## src/rtl/alu_rr_arbiter_if.sv

```systemverilog
// Bundle of requester, ALU and response signals for alu_rr_arbiter.
// Signal suffixes are named from the arbiter's point of view.
interface alu_rr_arbiter_if #(
    parameter int WIDTH  = 32,
    parameter int CTRL_W = 3,
    parameter int CNT_W  = 16
);
    logic              req0_valid_i;
    logic              req0_ready_o;
    logic [WIDTH-1:0]  req0_data1_i;
    logic [WIDTH-1:0]  req0_data2_i;
    logic [CTRL_W-1:0] req0_ctrl_i;
    logic              req1_valid_i;
    logic              req1_ready_o;
    logic [WIDTH-1:0]  req1_data1_i;
    logic [WIDTH-1:0]  req1_data2_i;
    logic [CTRL_W-1:0] req1_ctrl_i;
    logic [WIDTH-1:0]  alu_data1_o;
    logic [WIDTH-1:0]  alu_data2_o;
    logic [CTRL_W-1:0] alu_ctrl_o;
    logic [WIDTH-1:0]  alu_data_i;
    logic              alu_zero_i;
    logic              resp_valid_o;
    logic              resp_ready_i;
    logic              resp_id_o;
    logic [WIDTH-1:0]  resp_data_o;
    logic              resp_zero_o;
    logic              busy_o;
    logic [CNT_W-1:0]  done_cnt_o;

    modport slave (
        input  req0_valid_i, req0_data1_i, req0_data2_i, req0_ctrl_i,
        input  req1_valid_i, req1_data1_i, req1_data2_i, req1_ctrl_i,
        input  alu_data_i, alu_zero_i, resp_ready_i,
        output req0_ready_o, req1_ready_o,
        output alu_data1_o, alu_data2_o, alu_ctrl_o,
        output resp_valid_o, resp_id_o, resp_data_o, resp_zero_o,
        output busy_o, done_cnt_o
    );

    modport master (
        output req0_valid_i, req0_data1_i, req0_data2_i, req0_ctrl_i,
        output req1_valid_i, req1_data1_i, req1_data2_i, req1_ctrl_i,
        output alu_data_i, alu_zero_i, resp_ready_i,
        input  req0_ready_o, req1_ready_o,
        input  alu_data1_o, alu_data2_o, alu_ctrl_o,
        input  resp_valid_o, resp_id_o, resp_data_o, resp_zero_o,
        input  busy_o, done_cnt_o
    );
endinterface

```

## src/rtl/alu_rr_arbiter.sv

```systemverilog
// Round-robin arbiter sharing one ALU between two requesters; one op in flight,
// registered ALU operands, tagged response channel and completed-op counter.
module alu_rr_arbiter #(
    parameter int WIDTH  = 32,
    parameter int CTRL_W = 3,
    parameter int CNT_W  = 16
) (
    input  logic            clk_i,
    input  logic            rst_i,
    alu_rr_arbiter_if.slave bus
);
    localparam logic [1:0] ST_IDLE = 2'd0;
    localparam logic [1:0] ST_EXEC = 2'd1;
    localparam logic [1:0] ST_RESP = 2'd2;

    logic [1:0]        state_q, state_d;
    logic              last_grant_q;
    logic              id_q;
    logic [WIDTH-1:0]  alu_data1_q, alu_data2_q;
    logic [CTRL_W-1:0] alu_ctrl_q;
    logic [WIDTH-1:0]  resp_data_q;
    logic              resp_zero_q;
    logic [CNT_W-1:0]  done_cnt_q;

    logic grant0, grant1, ready0, ready1, accept, resp_hs;

    // A lone requester always wins; on contention the one not served last wins.
    assign grant0  = bus.req0_valid_i & (~bus.req1_valid_i | last_grant_q);
    assign grant1  = bus.req1_valid_i & (~bus.req0_valid_i | ~last_grant_q);
    assign ready0  = (state_q == ST_IDLE) & grant0;
    assign ready1  = (state_q == ST_IDLE) & grant1;
    assign accept  = ready0 | ready1;
    assign resp_hs = (state_q == ST_RESP) & bus.resp_ready_i;

    // NOTE: state_d gets a default before the case so no path leaves it unassigned (no latch).
    always_comb begin
        state_d = state_q;
        unique case (state_q)
            ST_IDLE: if (accept)  state_d = ST_EXEC;
            ST_EXEC:              state_d = ST_RESP;
            ST_RESP: if (resp_hs) state_d = ST_IDLE;
            default:              state_d = ST_IDLE;
        endcase
    end

    // NOTE: registers update with <= so every flop samples pre-edge values.
    always_ff @(posedge clk_i or posedge rst_i) begin
        if (rst_i) begin
            state_q      <= ST_IDLE;
            last_grant_q <= 1'b1;
            id_q         <= 1'b0;
            done_cnt_q   <= '0;
        end else begin
            state_q <= state_d;
            if (accept) begin
                id_q         <= ready1;
                last_grant_q <= ready1;
            end
            if (resp_hs) done_cnt_q <= done_cnt_q + 1'b1;
        end
    end

    always_ff @(posedge clk_i or posedge rst_i) begin
        if (rst_i) begin
            alu_data1_q <= '0;
            alu_data2_q <= '0;
            alu_ctrl_q  <= '0;
            resp_data_q <= '0;
            resp_zero_q <= 1'b0;
        end else begin
            if (accept) begin
                alu_data1_q <= ready1 ? bus.req1_data1_i : bus.req0_data1_i;
                alu_data2_q <= ready1 ? bus.req1_data2_i : bus.req0_data2_i;
                alu_ctrl_q  <= ready1 ? bus.req1_ctrl_i  : bus.req0_ctrl_i;
            end
            if (state_q == ST_EXEC) begin
                resp_data_q <= bus.alu_data_i;
                resp_zero_q <= bus.alu_zero_i;
            end
        end
    end

    assign bus.req0_ready_o = ready0;
    assign bus.req1_ready_o = ready1;
    assign bus.alu_data1_o  = alu_data1_q;
    assign bus.alu_data2_o  = alu_data2_q;
    assign bus.alu_ctrl_o   = alu_ctrl_q;
    assign bus.resp_valid_o = (state_q == ST_RESP);
    assign bus.resp_id_o    = id_q;
    assign bus.resp_data_o  = resp_data_q;
    assign bus.resp_zero_o  = resp_zero_q;
    assign bus.busy_o       = (state_q != ST_IDLE);
    assign bus.done_cnt_o   = done_cnt_q;
endmodule

```

## src/flat_wrapper.sv

```systemverilog
// flat-port wrapper written by rule: the top's interface ports become plain ports
module alu_rr_arbiter_flat 
#(
    parameter int WIDTH  = 32,
    parameter int CTRL_W = 3,
    parameter int CNT_W  = 16
)
  (clk_i, rst_i, bus_req0_valid_i, bus_req0_data1_i, bus_req0_data2_i, bus_req0_ctrl_i, bus_req1_valid_i, bus_req1_data1_i, bus_req1_data2_i, bus_req1_ctrl_i, bus_alu_data_i, bus_alu_zero_i, bus_resp_ready_i, bus_req0_ready_o, bus_req1_ready_o, bus_alu_data1_o, bus_alu_data2_o, bus_alu_ctrl_o, bus_resp_valid_o, bus_resp_id_o, bus_resp_data_o, bus_resp_zero_o, bus_busy_o, bus_done_cnt_o);
  alu_rr_arbiter_if #(.WIDTH(WIDTH), .CTRL_W(CTRL_W), .CNT_W(CNT_W)) bus_i ();
  input  logic clk_i;
  input  logic rst_i;
  input wire logic [$bits(bus_i.req0_valid_i)-1:0] bus_req0_valid_i;
  input wire logic [$bits(bus_i.req0_data1_i)-1:0] bus_req0_data1_i;
  input wire logic [$bits(bus_i.req0_data2_i)-1:0] bus_req0_data2_i;
  input wire logic [$bits(bus_i.req0_ctrl_i)-1:0] bus_req0_ctrl_i;
  input wire logic [$bits(bus_i.req1_valid_i)-1:0] bus_req1_valid_i;
  input wire logic [$bits(bus_i.req1_data1_i)-1:0] bus_req1_data1_i;
  input wire logic [$bits(bus_i.req1_data2_i)-1:0] bus_req1_data2_i;
  input wire logic [$bits(bus_i.req1_ctrl_i)-1:0] bus_req1_ctrl_i;
  input wire logic [$bits(bus_i.alu_data_i)-1:0] bus_alu_data_i;
  input wire logic [$bits(bus_i.alu_zero_i)-1:0] bus_alu_zero_i;
  input wire logic [$bits(bus_i.resp_ready_i)-1:0] bus_resp_ready_i;
  output wire logic [$bits(bus_i.req0_ready_o)-1:0] bus_req0_ready_o;
  output wire logic [$bits(bus_i.req1_ready_o)-1:0] bus_req1_ready_o;
  output wire logic [$bits(bus_i.alu_data1_o)-1:0] bus_alu_data1_o;
  output wire logic [$bits(bus_i.alu_data2_o)-1:0] bus_alu_data2_o;
  output wire logic [$bits(bus_i.alu_ctrl_o)-1:0] bus_alu_ctrl_o;
  output wire logic [$bits(bus_i.resp_valid_o)-1:0] bus_resp_valid_o;
  output wire logic [$bits(bus_i.resp_id_o)-1:0] bus_resp_id_o;
  output wire logic [$bits(bus_i.resp_data_o)-1:0] bus_resp_data_o;
  output wire logic [$bits(bus_i.resp_zero_o)-1:0] bus_resp_zero_o;
  output wire logic [$bits(bus_i.busy_o)-1:0] bus_busy_o;
  output wire logic [$bits(bus_i.done_cnt_o)-1:0] bus_done_cnt_o;
  assign bus_i.req0_valid_i = bus_req0_valid_i;
  assign bus_i.req0_data1_i = bus_req0_data1_i;
  assign bus_i.req0_data2_i = bus_req0_data2_i;
  assign bus_i.req0_ctrl_i = bus_req0_ctrl_i;
  assign bus_i.req1_valid_i = bus_req1_valid_i;
  assign bus_i.req1_data1_i = bus_req1_data1_i;
  assign bus_i.req1_data2_i = bus_req1_data2_i;
  assign bus_i.req1_ctrl_i = bus_req1_ctrl_i;
  assign bus_i.alu_data_i = bus_alu_data_i;
  assign bus_i.alu_zero_i = bus_alu_zero_i;
  assign bus_i.resp_ready_i = bus_resp_ready_i;
  assign bus_req0_ready_o = bus_i.req0_ready_o;
  assign bus_req1_ready_o = bus_i.req1_ready_o;
  assign bus_alu_data1_o = bus_i.alu_data1_o;
  assign bus_alu_data2_o = bus_i.alu_data2_o;
  assign bus_alu_ctrl_o = bus_i.alu_ctrl_o;
  assign bus_resp_valid_o = bus_i.resp_valid_o;
  assign bus_resp_id_o = bus_i.resp_id_o;
  assign bus_resp_data_o = bus_i.resp_data_o;
  assign bus_resp_zero_o = bus_i.resp_zero_o;
  assign bus_busy_o = bus_i.busy_o;
  assign bus_done_cnt_o = bus_i.done_cnt_o;
  alu_rr_arbiter #(.WIDTH(WIDTH), .CTRL_W(CTRL_W), .CNT_W(CNT_W)) u_core (.clk_i(clk_i), .rst_i(rst_i), .bus(bus_i));
endmodule
```

## config.mk

```make
export PLATFORM = sky130hd
export DESIGN_NAME = alu_rr_arbiter_flat
export DESIGN_NICKNAME = d
export VERILOG_FILES = /design/src/rtl/alu_rr_arbiter_if.sv /design/src/rtl/alu_rr_arbiter.sv /design/src/flat_wrapper.sv
export SDC_FILE = /design/constraint.sdc
export NUM_CORES = 1
export LEC_CHECK = 0
export BUFFER_PORTS_ARGS = -buffer_cell sky130_fd_sc_hd__buf_2
export CAP_MARGIN = 20
export CORE_AREA = 2 2 113 115
export CTS_CLUSTER_SIZE = 30
export DETAILED_ROUTE_END_ITERATION = 10
export DIE_AREA = 0 0 115 117
export PLACE_DENSITY = 0.77
export SLEW_MARGIN = 20
export SYNTH_ARGS = -nofsm -noshare
export SYNTH_HDL_FRONTEND = slang
export SYNTH_SLANG_ARGS = --single-unit
```

## constraint.sdc

```tcl
create_clock -name clk_i -period 6.5 [get_ports clk_i]
set_input_delay 0.65 -clock clk_i [delete_from_list [all_inputs] [get_ports clk_i]]
set_output_delay 0.65 -clock clk_i [all_outputs]
set_load 0.01 [all_outputs]
```

Yosys cells after proc, flatten, opt, wreduce, memory -nomap -nowiden --
Cells that the tools add are included.
Word-level totals: register bits 120, output and inout bits 121, logic and storage cells 34
Cells by class: add/sub/neg operators 1, equal/unequal tests 4, muxes and demuxes 6, bitwise gates (word level) 11, reductions and logical operators 3
Operators by type and width (number):
- $mux 32 | 2
- $add 16x1->16 const B | 1
- $pmux 2 s3 | 1
- $and 1x1->1 | 5
- $mux 2 | 2
- $ne 2x1->1 const B | 2
- $mux 3 | 1
- $not 1->1 | 3
- $or 1x1->1 | 3
- $eq 2x1->1 const B | 1
- $eq 2x2->1 const B | 1
- $logic_not 2->1 | 1
- $reduce_and 2->1 | 1
- $reduce_bool 2->1 | 1

Depth between registers and ports, before layout --
depth after elaboration 7, gate-level depth with buffers 7

Worst setup path after synthesis --
Ideal clock, no wire load.
path kind input to output, start point input port bus_req1_valid_i, end point output port bus_req1_ready_o, arrival 1.238 ns, data required time 5.850 ns, path slack 4.612 ns, cell stages on the path 4, buffers on the path 1, path through nor3b_4 > nand2_4 > inv_2 > buf_2
On the way: word-level cells in the longest chain between the ends 2
RTL lines:
- start, declared | RTL line flat_wrapper.sv:16 | input wire logic [$bits(bus_i.req1_valid_i)-1:0] bus_req1_valid_i;
- $and 1x1->1 | RTL line alu_rr_arbiter.sv:29 | assign grant1 = bus.req1_valid_i & (~bus.req0_valid_i | ~last_grant_q);
- $and 1x1->1 | RTL line alu_rr_arbiter.sv:31 | assign ready1 = (state_q == ST_IDLE) & grant1;
- end, declared | RTL line flat_wrapper.sv:24 | output wire logic [$bits(bus_i.req1_ready_o)-1:0] bus_req1_ready_o;
Every way passes these cells.

Worst setup path in the final report --
start point register u_core.state_q[1], end point output port bus_req1_ready_o
On the way: word-level cells in the longest chain between the ends 2
RTL lines:
- start, declared | RTL line alu_rr_arbiter.sv:16 | logic [1:0] state_q, state_d;
- start signal, assigned | RTL line alu_rr_arbiter.sv:54 | state_q <= state_d;
- $logic_not 2->1 | RTL line alu_rr_arbiter.sv:31
- $and 1x1->1 | RTL line alu_rr_arbiter.sv:31
Every way passes these cells.

==> reports/summary.txt <==
Status -> finished, final reports clean
Worst Clk Skew -> 0.005612 ns
Synth cell types -> 29
Worst Setup Path Type -> flip-flop to output port
Busiest grt layer -> met2
H-Tree Depth -> 4
Post-DRT Antenna Nets -> 0
Yosys Warn Count -> 0
FF/Latch Area -> 0.003004 sq mm
Filler Cells Inserted -> 1110
DR iter-0 viols -> 242
Bufs on Longest Clock Path -> 2
Global-route usage over all layers -> 20.29%
Cells after Synth -> 513
Number of diodes -> 0
Hold buffer count at CTS -> 0
CTS Buf Count -> 17
Synthesized Nets -> 686
Post-synthesis sequential area ratio -> 58.35%
Root Buffer -> clkbuf_16
Clock slew seen by the registers of the worst setup and hold paths -> 0.05 ns
PwrDens -> 500.1 mW/mm^2
Global-route wire length before repair -> 21050 um
Hold Vio Cnt, Final -> 0
Post-Syn Area -> 0.005149 sq mm
Vias -> 4715
CTS Sinks -> 120
Top cells by area, synth -> dfrtp_1 58%, nand2_1 10%, a31oi_1 8.3%
Period minus WS final -> 2.811 ns
Routability Congestion -> 0.7955
Remaining DRCs -> 0
CP max FO -> 68
Core area -> 0.01231 sq mm
Worst slew pin tran -> 0.8353 ns
Combinational Power Share -> 38.7%
Wirelength per Cell -> 14.36 um
Slew Viols, Final -> 0
CP required -> 5.85 ns
FMAX -> 355.7 MHz
Worst Hold Class -> input port to async pin
Pre-CTS setup slack -> 3.635 ns
Worst slew margin relative to its limit -> 44.31%
Clock share of power -> 25.6%
Number of max-cap violations -> 0
Switch share -> 35.91%
I/O pin count -> 293
Port bufs -> 292
Worst setup margin -> 3.689 ns
Crit path launch type -> flip-flop
Internal power -> 2.318 mW
Fin Setup TNS -> 0 ns
Worst-Skew Late Latency -> 0.41 ns
Die H -> 117 um
Final Power -> 3.617 mW
Post-Route WL -> 13750 um
Initial antenna violation count -> 0
WP data arrival -> 2.16 ns
Fin nets -> 968
Width of the die -> 115 um
Avg Cell Area, Syn -> 10.04 sq um
Leak -> 3.633 nW
Row cnt -> 41
Synth area leader -> dfrtp_1
Total grt overflow -> 0
Flop pwr share -> 35.6%
RSZ-0062 raised after global routing -> false
Worst vdd ir -> 228.7 uV
Switching power -> 1.299 mW
GR Layer Usage met3 -> 8.857%
Met1 usage -> 21.75%
Ratio of cells with drive above 1 in the final layout -> 45.48%
PostCTS Resize Cnt -> 0
Vias per std cell -> 4.927
Largest net degree at the start of global routing -> 89
Crit. End Element -> output port
Tcrit/Tclk final -> 43.25%
Initial Utilization -> 41.82%
Final Setup Violations -> 0
Post-synth top area share -> 57.84%
Area growth, synth to finish -> 40.49%
Met2 Use GR -> 36.00%
Vias in the first global route -> 4437
Pre-Repair DR Iteration Count -> 5
#FFs+latches synth -> 120
Dpl hpwl -> 10010 um
TritonCTS clock tree -> done
Area of the multi-input gates -> 0.001932 sq mm
Post-CTS Setup Repair Bufs -> 0
Die area -> 0.01346 sq mm
[per-layer routing]
metal / wire length [um] / vias to the layer above
met3: 1354 / 21
met1: 5305 / 2184
met4: 272 / 0
met5: 0 / -
met2: 6813 / 220
li1: - / 2290
[per-stage QoR]
| step | hold WS, ns | area [sq um] | cells | util, % |
|---|---|---|---|---|
| 2_1_floorplan | 0.4957 | 5149 | 513 | - |
| 3_3_place_gp | 0.4648 | 6640 | 926 | 53.93 |
| 3_5_place_dp | 0.4698 | 6640 | 926 | 53.93 |
| 4_1_cts | 0.3547 | 7233 | 957 | 58.75 |
| 5_1_grt | 0.3884 | 7233 | 957 | 58.75 |
| 6_report | 0.3358 | 7233 | 957 | 58.75 |
[cell usage after synthesis (all sizes together)]
cell type	number
mux2	34
or2b	1
clkbuf	6
nand2b	1
nand4b	1
dfrtp	119
o21ai	1
a21oi	1
a31oi	68
and4	2
nor2	73
xor2	2
dfstp	1
nor3b	1
and2	1
buf	27
xnor2	13
inv	6
nand3	6
nand4	3
nor3	2
o21a	1
nand2	142
ha	1
[layout make-up]
type	instances	area share, %
flip-flops and latches	120	41.53
multi-input cells	354	26.71
repair buffers	296	20.62
clock buffers	24	6.937
well taps	150	2.595
clock inverters	7	1.263
inverters	6	0.3460
[cell usage in the layout (no fill, tap or decap), types with 4 or more instances in the layout]
cell type	count
clkbuf_8	5
mux2_2	34
a31oi_1	68
xnor2_1	13
nand2_1	141
inv_1	4
clkbuf_16	17
nor2_1	73
buf_2	292
buf_4	4
nand3_1	6
dfrtp_1	119
[state kept, by name (all words and copies together), names as in the netlist]
name,count
u_core.bus.done_cnt_o,16
u_core.bus.resp_id_o,1
u_core.last_grant_q,1
u_core.bus.alu_ctrl_o,3
u_core.bus.alu_data1_o,32
u_core.bus.resp_data_o,32
u_core.bus.resp_zero_o,1
u_core.state_q,2
u_core.bus.alu_data2_o,32
[critical path, stage by stage (launching register included)]
cell and delay [ns]:
dfrtp_1 0.45, nor3b_4 0.29, nand2_4 0.42, inv_2 0.39, buf_2 0.19
[power groups by stage]
stage | combinational [mW] | clock, mW | sequential, mW
3_5_place_dp | 1.42 | 0 | 1.30
2_1_floorplan | 0.750 | 0 | 1.45
5_1_grt | 1.57 | 0.982 | 1.33
4_1_cts | 1.43 | 0.941 | 1.29
6_report | 1.40 | 0.927 | 1.29
3_3_place_gp | 1.40 | 0 | 1.28
[cell families after synthesis]
logic type	after synthesis	synth area share, %
muxes	34	7.436
DFF	120	58.35
AOI/OAI and AO/OA	71	8.603
and+or+nand+nor	233	18.54
adders and majority gates	1	0.2430
buffers and inverters	39	4.277
xor gates and xnor gates	15	2.552
[path summary, 6_finish.rpt]
kind | to | startpoint | slack (ns) | cells past startpoint
max in group asynchronous | u_core.bus.done_cnt_o[10] | rst_i | 4.88 | 3
max | bus_req1_ready_o | u_core.state_q[1] | 3.69 | 4
max reg2reg | u_core.bus.alu_data2_o[9] | u_core.state_q[1] | 3.98 | 6
min | u_core.bus.alu_data2_o[18] | rst_i | 0.34 | 2
min in group clk_i | u_core.last_grant_q | bus_req0_valid_i | 0.47 | 2
min reg2reg | u_core.bus.done_cnt_o[15] | u_core.bus.done_cnt_o[15] | 0.49 | 1
Power figures use the tool's default switching activity.
